==> src/rtl/addsub_serial_alu.sv <==
// addsub_serial_alu
//   Multi-cycle add/subtract unit. It processes CHUNK bits per cycle, so one
//   WIDTH-bit operation takes N = WIDTH/CHUNK cycles. It supports four ops
//   (ADD, ADC, SUB, SBC), a carry-in, and reports carry, overflow, zero and
//   negative flags. Both sides use a valid/ready handshake.
//
//   state | meaning
//   IDLE  | in_ready=1, waiting for an operand set
//   BUSY  | adding one CHUNK-bit slice per cycle, LSB slice first
//   DONE  | out_valid=1, result and flags held until out_ready
//
// Ports
//   clk, rst_n          clock; synchronous active-low reset
//   in_valid/in_ready   operand handshake (op, a, b, c_in are sampled on accept)
//   out_valid/out_ready result handshake
//   op                  00 ADD, 01 ADC, 10 SUB, 11 SBC
//   sum, c_out          result mod 2^WIDTH; carry out of the MSB (1 = no borrow on SUB/SBC)
//   overflow            signed overflow
//   zero, negative      sum == 0; sum MSB
//
// WIDTH must be >= 2, and CHUNK must divide WIDTH.
module addsub_serial_alu #(
  parameter int WIDTH = 8,
  parameter int CHUNK = 2
) (
  input  logic             clk,
  input  logic             rst_n,
  input  logic             in_valid,
  output logic             in_ready,
  input  logic [1:0]       op,
  input  logic [WIDTH-1:0] a,
  input  logic [WIDTH-1:0] b,
  input  logic             c_in,
  output logic             out_valid,
  input  logic             out_ready,
  output logic [WIDTH-1:0] sum,
  output logic             c_out,
  output logic             overflow,
  output logic             zero,
  output logic             negative
);

  localparam int N  = WIDTH / CHUNK;
  localparam int CW = (N > 1) ? $clog2(N) : 1;

  typedef enum logic [1:0] {S_IDLE, S_BUSY, S_DONE} state_t;

  state_t           r_state;
  logic [WIDTH-1:0] r_a;
  logic [WIDTH-1:0] r_b;
  logic             r_carry;
  logic [CW-1:0]    r_cnt;
  logic [WIDTH-1:0] r_sum;
  logic             r_c_out;
  logic             r_ovf;
  logic             r_zero;
  logic             r_neg;

  logic [CHUNK:0]   w_chunk;
  logic [WIDTH-1:0] w_a_next;
  logic             w_last;
  logic             w_ovf;

  assign w_chunk = {1'b0, r_a[CHUNK-1:0]} + {1'b0, r_b[CHUNK-1:0]} + {{CHUNK{1'b0}}, r_carry};
  assign w_last  = (r_cnt == CW'(N - 1));

  // Same-sign operands producing a result of the opposite sign. This is
  // equivalent to (carry into MSB) XOR (carry out of MSB). It is only
  // meaningful on the last slice, because that slice holds the MSBs.
  assign w_ovf = (r_a[CHUNK-1] == r_b[CHUNK-1]) && (w_chunk[CHUNK-1] != r_a[CHUNK-1]);

  // Each result slice is shifted into the top of r_a as the consumed A bits
  // leave the bottom. After N steps, r_a holds the full result.
  generate
    if (CHUNK == WIDTH) begin : g_full
      assign w_a_next = w_chunk[CHUNK-1:0];
    end else begin : g_part
      assign w_a_next = {w_chunk[CHUNK-1:0], r_a[WIDTH-1:CHUNK]};
    end
  endgenerate

  always_ff @(posedge clk) begin
    if (!rst_n) begin
      r_state <= S_IDLE;
      r_a     <= '0;
      r_b     <= '0;
      r_carry <= 1'b0;
      r_cnt   <= '0;
      r_sum   <= '0;
      r_c_out <= 1'b0;
      r_ovf   <= 1'b0;
      r_zero  <= 1'b0;
      r_neg   <= 1'b0;
    end else begin
      case (r_state)
        S_IDLE: begin
          if (in_valid) begin
            r_a     <= a;
            r_b     <= op[1] ? ~b : b;
            // ADD: 0; SUB: 1 (two's complement); ADC/SBC: c_in.
            r_carry <= op[0] ? c_in : op[1];
            r_cnt   <= '0;
            r_state <= S_BUSY;
          end
        end
        S_BUSY: begin
          r_a     <= w_a_next;
          r_b     <= r_b >> CHUNK;
          r_carry <= w_chunk[CHUNK];
          r_cnt   <= r_cnt + CW'(1);
          if (w_last) begin
            r_sum   <= w_a_next;
            r_c_out <= w_chunk[CHUNK];
            r_ovf   <= w_ovf;
            r_zero  <= (w_a_next == '0);
            r_neg   <= w_a_next[WIDTH-1];
            r_state <= S_DONE;
          end
        end
        S_DONE: begin
          if (out_ready) begin
            r_state <= S_IDLE;
          end
        end
        default: r_state <= S_IDLE;
      endcase
    end
  end

  assign in_ready  = (r_state == S_IDLE);
  assign out_valid = (r_state == S_DONE);
  assign sum       = r_sum;
  assign c_out     = r_c_out;
  assign overflow  = r_ovf;
  assign zero      = r_zero;
  assign negative  = r_neg;

endmodule

==> config.mk <==
export PLATFORM = sky130hd
export DESIGN_NAME = addsub_serial_alu
export DESIGN_NICKNAME = d
export VERILOG_FILES = /design/src/rtl/addsub_serial_alu.sv
export SDC_FILE = /design/constraint.sdc
export NUM_CORES = 1
export LEC_CHECK = 0
export ABC_AREA = 1
export BUFFER_PORTS_ARGS = -buffer_cell sky130_fd_sc_hd__buf_4
export CAP_MARGIN = 15
export CORE_ASPECT_RATIO = 1.4
export CORE_MARGIN = 8
export CORE_UTILIZATION = 35
export DETAILED_ROUTE_END_ITERATION = 10
export GPL_ROUTABILITY_DRIVEN = 0
export HOLD_SLACK_MARGIN = 0.12
export SYNTH_ARGS = -nofsm -noshare
export SYNTH_HDL_FRONTEND = slang
export SYNTH_SLANG_ARGS = --single-unit
==> constraint.sdc <==
create_clock -name clk -period 1.7 [get_ports clk]
set_input_delay 0.17 -clock clk [delete_from_list [all_inputs] [get_ports clk]]
set_output_delay 0.17 -clock clk [all_outputs]
set_load 0.02 [all_outputs]
==> results of run 1 <==
==> kinds of logic (layout without fill, tap and decap cells) <==
family | Yosys count | in the layout
AO/OA/AOI/OAI | 36 | 36
buffers and inverters | 32 | 70
AND/OR/NAND/NOR | 98 | 98
adder cells (fa/ha/maj) | 4 | 4
flip-flops | 32 | 32
XOR/XNOR | 7 | 7
==> cell usage after synthesis (all sizes together) <==
library cell	n
a21oi	19
buf	9
clkbuf	1
clkinv	1
dfxtp	32
fa	2
ha	2
inv	21
nand2	31
nand3	24
nor2	33
nor3	8
o21ai	17
or2	2
xnor2	1
xor2	6
==> sequential cells by signal, indices dropped and copies added (netlist names) <==
signal / cells
overflow: 1
c_out: 1
r_b: 8
r_a: 8
r_carry: 1
r_state: 2
r_cnt: 2
sum: 8
zero: 1
==> worst register-to-register path: cells and delay by family, from the launching register on <==
family | cells | cell delay, ns
adder cells (fa/ha/maj) | 2 | 0.86
flip-flops | 1 | 0.32
buffers and inverters | 3 | 0.18
AND/OR/NAND/NOR | 3 | 0.14
AO/OA/AOI/OAI | 1 | 0.10
==> cell type report <==
| class | instances | area share |
|---|---|---|
| sequential | 32 | 0.330 |
| clock inverter | 2 | 0.00512 |
| tap | 60 | 0.0384 |
| inverter | 22 | 0.0423 |
| clock buffer | 6 | 0.0423 |
| multi-input combinational | 145 | 0.388 |
| timing repair buffer | 40 | 0.154 |
==> power by group <==
| group | internal, mW | switching (mW) | total, mW | leakage [nW] |
|---|---|---|---|---|
| sequential | 0.794 | 0.0302 | 0.824 | 0.263 |
| clock | 0.322 | 0.269 | 0.591 | 0.0510 |
| combinational | 0.124 | 0.163 | 0.287 | 0.565 |
| total | 1.24 | 0.462 | 1.70 | 0.879 |
==> cell usage in the layout (no fill, tap or decap), drive strengths merged <==
cell     n
clkinv   3
nor2    33
xor2     6
or2      2
nand3   24
inv     21
fa       2
xnor2    1
o21ai   17
clkbuf   6
dfxtp   32
nand2   31
a21oi   19
buf     40
ha       2
nor3     8
==> through the flow <==
stage / setup TNS [ns] / cells
6_report: 0 / 307
5_1_grt: -0.180 / 307
4_1_cts: -0.00354 / 307
3_5_place_dp: -0.0700 / 298
3_3_place_gp: -0.0377 / 298
2_1_floorplan: 0 / 209
==> what timing repair did <==
action | CTS | global route
resized for setup | 4 | 3
buffers inserted | 1 | 0
pin swaps | 2 | 3
setup endpoints to repair | 2 | 3
hold buffers | 0 | 0
==> path summary, 6_finish.rpt <==
path                                start    endpoint  slack (ns)  cells after the start
worst min-delay path            out_ready  r_state[1]        0.14                      4
worst max register to register     r_a[0]    overflow       0.003                      9
worst min register to register   r_cnt[0]    r_cnt[0]        0.46                      1
worst max-delay path               r_a[0]    overflow       0.003                      9
==> layer usage <==
layer	vias to the layer above	part of all wire
met3	4	0.054
met1	619	0.48
met5	-	0
met4	0	0.012
met2	38	0.46
li1	742	-
==> metrics, run 1 <==
fin nets 273; post-synthesis compound-gate area fraction 0.117; mapped cell area 0.00155 mm^2; CP Launch Type flip-flop; grt met2 use 0.169; num rows 28; final setup fails 0; IO buf count 36; worst slew pin tran 0.539 ns; min Tclk post-route 1.70 ns; dominant cell type by area after synthesis dfxtp_1; final core occ 0.461; RSZ-0062 raised after global routing true; GRT met3 Usage 0.0329; number of antenna violations at the first check in global routing 0; total CTS buffers 5; slowest cell on the critical path fa_1; Reg clk slew, reported paths 0.07 ns; fin. max-slew vios 0; clock latency on the worst-skew pair 0.28 ns; core area 0.00424 mm^2; Max-slew headroom 0.640; Fin Hold WS 0.144 ns; post-synthesis xor/xnor area fraction 0.0396; Die Ht 94.7 um; Top delay family on crit path adder cells; met1 Use GR 0.132; Layout fillers 450; vias in the first global route 1317; crit end category flip-flop; Initial DRC Count 140; DRC viols 0; CTS tree done; clk root buf clkbuf_8; layout cells sized above 1 0.263; Hold Violations, Final 0; GRT Residual Overflow 0; Post-DP HPWL 2680 um; Pleak 0.879 nW; Critical Path RT 1.88 ns; 1st-pass router iterations 4; clock tree sinks 32; main combinational cell family by area after synthesis simple AND/OR/NAND/NOR gates; gr busiest metal met2; Synth Register Bits 32; via/cell ratio 4.57; post-route ant nets 0; CP Cell Sequence inv_2 -> fa_2 -> fa_1 -> inv_2 -> nand2_1 -> nand2_1 -> nor2_1 -> o21ai_1 -> inv_1; Synth Warn # 0; sum of buffers and inverters on the critical path 3; skew final 0.00731 ns; Power Dens Cells 871 mW/mm^2; simple-gate share of the synthesized area 0.285; Area Overhead vs Synth 26.3%; Slowest Stage Delay on Critical Path 0.49 ns; Final Instance Area 0.00195 mm^2; HP Class input pin to flip-flop; drt wl/cell 11.9 um; area of placed instances 0.00184 mm^2; final worst slack 0.00310 ns; # H-tree levels 2; crit-path max FO 3; Clock Path Buffers 2; num ports 37; adder-cell share of the synthesized area 0.0421; maximum VDD drop 374 uV; ANT cells 0; total of max-cap violations 0; data arrival time of the worst path 1.88 ns; multiplexer share of the synthesized area 0; synth top area cells dfxtp_1 41%, nand3_1 7.8%, nor2_1 7.8%, nand2_1 6.6%, a21oi_1 6.1%; die area 0.00683 mm^2; Max Fclk 589 MHz; syn nets 236; Mean Syn Cell Area 7.40 um^2; largest net degree at the start of global routing 19; post-synth cell types 25; die span in x 72.2 um; multi-input logic area 758 um^2; overall routing resource usage 0.110; FF/Latch Area 644 um^2; Pwr Total 1.70 mW; Routed WL 3640 um; first-pass GRT wire length 5900 um; Yosys top cell area share 0.414; vias after detailed routing 1403; synthesized instance count 209; Initial Util 0.365; Tcrit/Tclk final 0.998; kind of critical path flip-flop to flip-flop; status completed; Post-Place Setup Slack -0.0636 ns; sequential area share after synthesis 0.414
(Power assumes the default switching activity.)
==> inputs of run 2 (changes only) <==
--- a/config.mk
+++ b/config.mk
@@ -10,10 +10,13 @@
 export CAP_MARGIN = 15
 export CORE_ASPECT_RATIO = 1.4
 export CORE_MARGIN = 8
-export CORE_UTILIZATION = 35
+export CORE_UTILIZATION = 47
 export DETAILED_ROUTE_END_ITERATION = 10
 export GPL_ROUTABILITY_DRIVEN = 0
 export HOLD_SLACK_MARGIN = 0.12
+export PLACE_DENSITY = 0.74
+export SETUP_SLACK_MARGIN = 0.02
+export SLEW_MARGIN = 20
 export SYNTH_ARGS = -nofsm -noshare
 export SYNTH_HDL_FRONTEND = slang
 export SYNTH_SLANG_ARGS = --single-unit
==> run 2 against run 1 <==
The flow now finishes with violations (setup timing). Combinational power increased by 3%. Register-to-register slack got worse by 0.04 ns. Critical path depth unchanged. Largest cell class unchanged.
==> metrics, run 2 (synthesis gave the netlist of run 1 again) <==
# H-tree levels 2 (unchanged); Worst Setup SP r_b[0]; GRT Residual Overflow 0 (unchanged); fin nets 274 (+0.37%); final setup fails 1 (+1); num ports 37 (unchanged); ANT cells 0 (unchanged); Pwr Total 1.71 mW (+0.54%); skew final 0.00739 ns (+0.0000830 ns); Area Overhead vs Synth 25.2%; die area 0.00541 mm^2 (-21%); Initial DRC Count 45 (-68%); core area 0.00312 mm^2 (-26%); R2R depth 9 (unchanged); fin. max-slew vios 0 (unchanged); maximum VDD drop 642 uV (+72%); post-route ant nets 0 (unchanged); most frequent cells in the layout 41 x buf_4, 31 x nor2_1, 30 x dfxtp_1, 26 x nand2_1, 23 x nand3_1; Setup crit end overflow; Post-DP HPWL 2630 um (-1.9%); Die Ht 83.9 um (-11%); vias in the first global route 1402 (+6.5%); total CTS buffers 5 (unchanged); RSZ-0062 raised after global routing true; CTS Hold Bufs 0 (unchanged); clk root buf clkbuf_8; kind of critical path flip-flop to flip-flop; CP Launch Type flip-flop; Power Dens Cells 884 mW/mm^2 (+1.5%); clock tree sinks 32 (unchanged); violated checks setup timing; Hold Violations, Final 0 (unchanged); Routed WL 3430 um (-5.9%); number of antenna violations at the first check in global routing 0 (unchanged); DRC viols 0 (unchanged); area of placed instances 0.00182 mm^2 (-1.4%); Reg clk slew, reported paths 0.06 ns (about the same); worst slew pin tran 0.491 ns (-0.0486 ns); crit end category flip-flop; data arrival time of the worst path 1.91 ns (+0.03 ns); final worst slack -0.0388 ns (-0.0419 ns); RR Startpoint r_b[0]; layout cells sized above 1 0.266 (+0.00297); status finished with violations; Final Instance Area 0.00194 mm^2 (-0.90%); r2r setup slk -0.04 ns (-0.04 ns); worst r2r dst overflow; via/cell ratio 4.95 (+8.4%); vias after detailed routing 1422 (+1.4%); drt wl/cell 11.9 um (+0.68%); Layout fillers 314 (-30%); total of max-cap violations 0 (unchanged); HP Class input pin to flip-flop; IO buf count 36 (unchanged); Layout Cells excl Fill 287 (-6.5%); Clock Path Buffers 2 (unchanged); 1st-pass router iterations 4 (unchanged); die span in x 64.5 um (-11%); num rows 24 (-14%); overall routing resource usage 0.135 (+0.0252); largest net degree at the start of global routing 19 (unchanged); crit-path max FO 3 (unchanged); Tcrit/Tclk final 1.02 (+0.0246); clock latency on the worst-skew pair 0.28 ns (about the same); Pleak 0.877 nW (-0.16%); Max Fclk 575 MHz (-2.4%); Critical Path RT 1.87 ns (about the same); Initial Util 0.495 (+0.130); commonest non-fill, non-tap cell in the layout buf_4; placed cells 277 (-7.0%); min Tclk post-route 1.74 ns (+0.0419 ns); first-pass GRT wire length 5990 um (+1.5%); CTS tree done; Max-slew headroom 0.672 (+0.0325)
==> run 2: cell types whose count changed in the layout (fill, tap and decap cells not counted), sizes merged <==
cell    before  now
buf         40   41
clkinv       3    1
clkbuf       6    8
==> run 2: layer usage <==
metal	up-vias	track usage	routed length (um)
met1	626	0.137	1370
met5	-	0	0
met3	7	0.0565	276
met4	0	0.0637	65
met2	46	0.231	1720
li1	743	-	-
==> run 2: critical path, stage by stage (launching register included) <==
cell,delay [ns]
dfxtp_2,0.33
inv_2,0.04
fa_2,0.38
fa_1,0.49
inv_2,0.09
nand2_1,0.05
nand2_1,0.07
nor2_2,0.03
o21ai_1,0.10
inv_1,0.05
==> run 2: worst min-delay path by stage <==
stage              start    endpoint  slack (ns)  cells past startpoint
4_1_cts        out_ready  r_state[1]        0.14                      4
2_1_floorplan      rst_n      r_b[0]        0.32                      2
3_5_place_dp   out_ready  r_state[1]        0.44                      4
5_1_grt             b[7]      r_b[7]        0.16                      3
3_3_place_gp   out_ready  r_state[1]        0.43                      4
6_report       out_ready  r_state[1]        0.14                      4
==> run 2: power breakdown <==
group          total [mW]  internal (mW)  leakage (nW)  switching (mW)
clock               0.589          0.330        0.0455           0.260
sequential          0.825          0.794         0.263          0.0314
combinational       0.297          0.134         0.569           0.162
==> run 2: area by class of cell <==
| type | count | area, um^2 | share of cell area |
|---|---|---|---|
| inverter | 22 | 82.6 | 0.0427 |
| tap | 39 | 48.8 | 0.0252 |
| multi-input combinational | 145 | 763 | 0.394 |
| clock buffer | 8 | 90.1 | 0.0465 |
| timing repair buffer | 41 | 308 | 0.159 |
| sequential | 32 | 643 | 0.332 |
==> run 2: per-stage QoR <==
step                      hold slack [ns]  utilization  TNS, ns  setup slack, ns
after global routing                0.157        0.620   -0.312           -0.134
final                               0.142        0.620  -0.0388          -0.0388
after CTS                           0.143        0.616  -0.0267          -0.0267
after floorplan                     0.317            -        0           0.0145
after global placement              0.430        0.581  -0.0336          -0.0336
after detailed placement            0.440        0.581  -0.0846          -0.0779
==> run 2: timing repair <==
action / 4_1_cts / 5_1_grt
resized for setup: 4 / 3
pin swaps: 5 / 0
setup endpoints to repair: 2 / 4
buffers inserted: 2 / 0
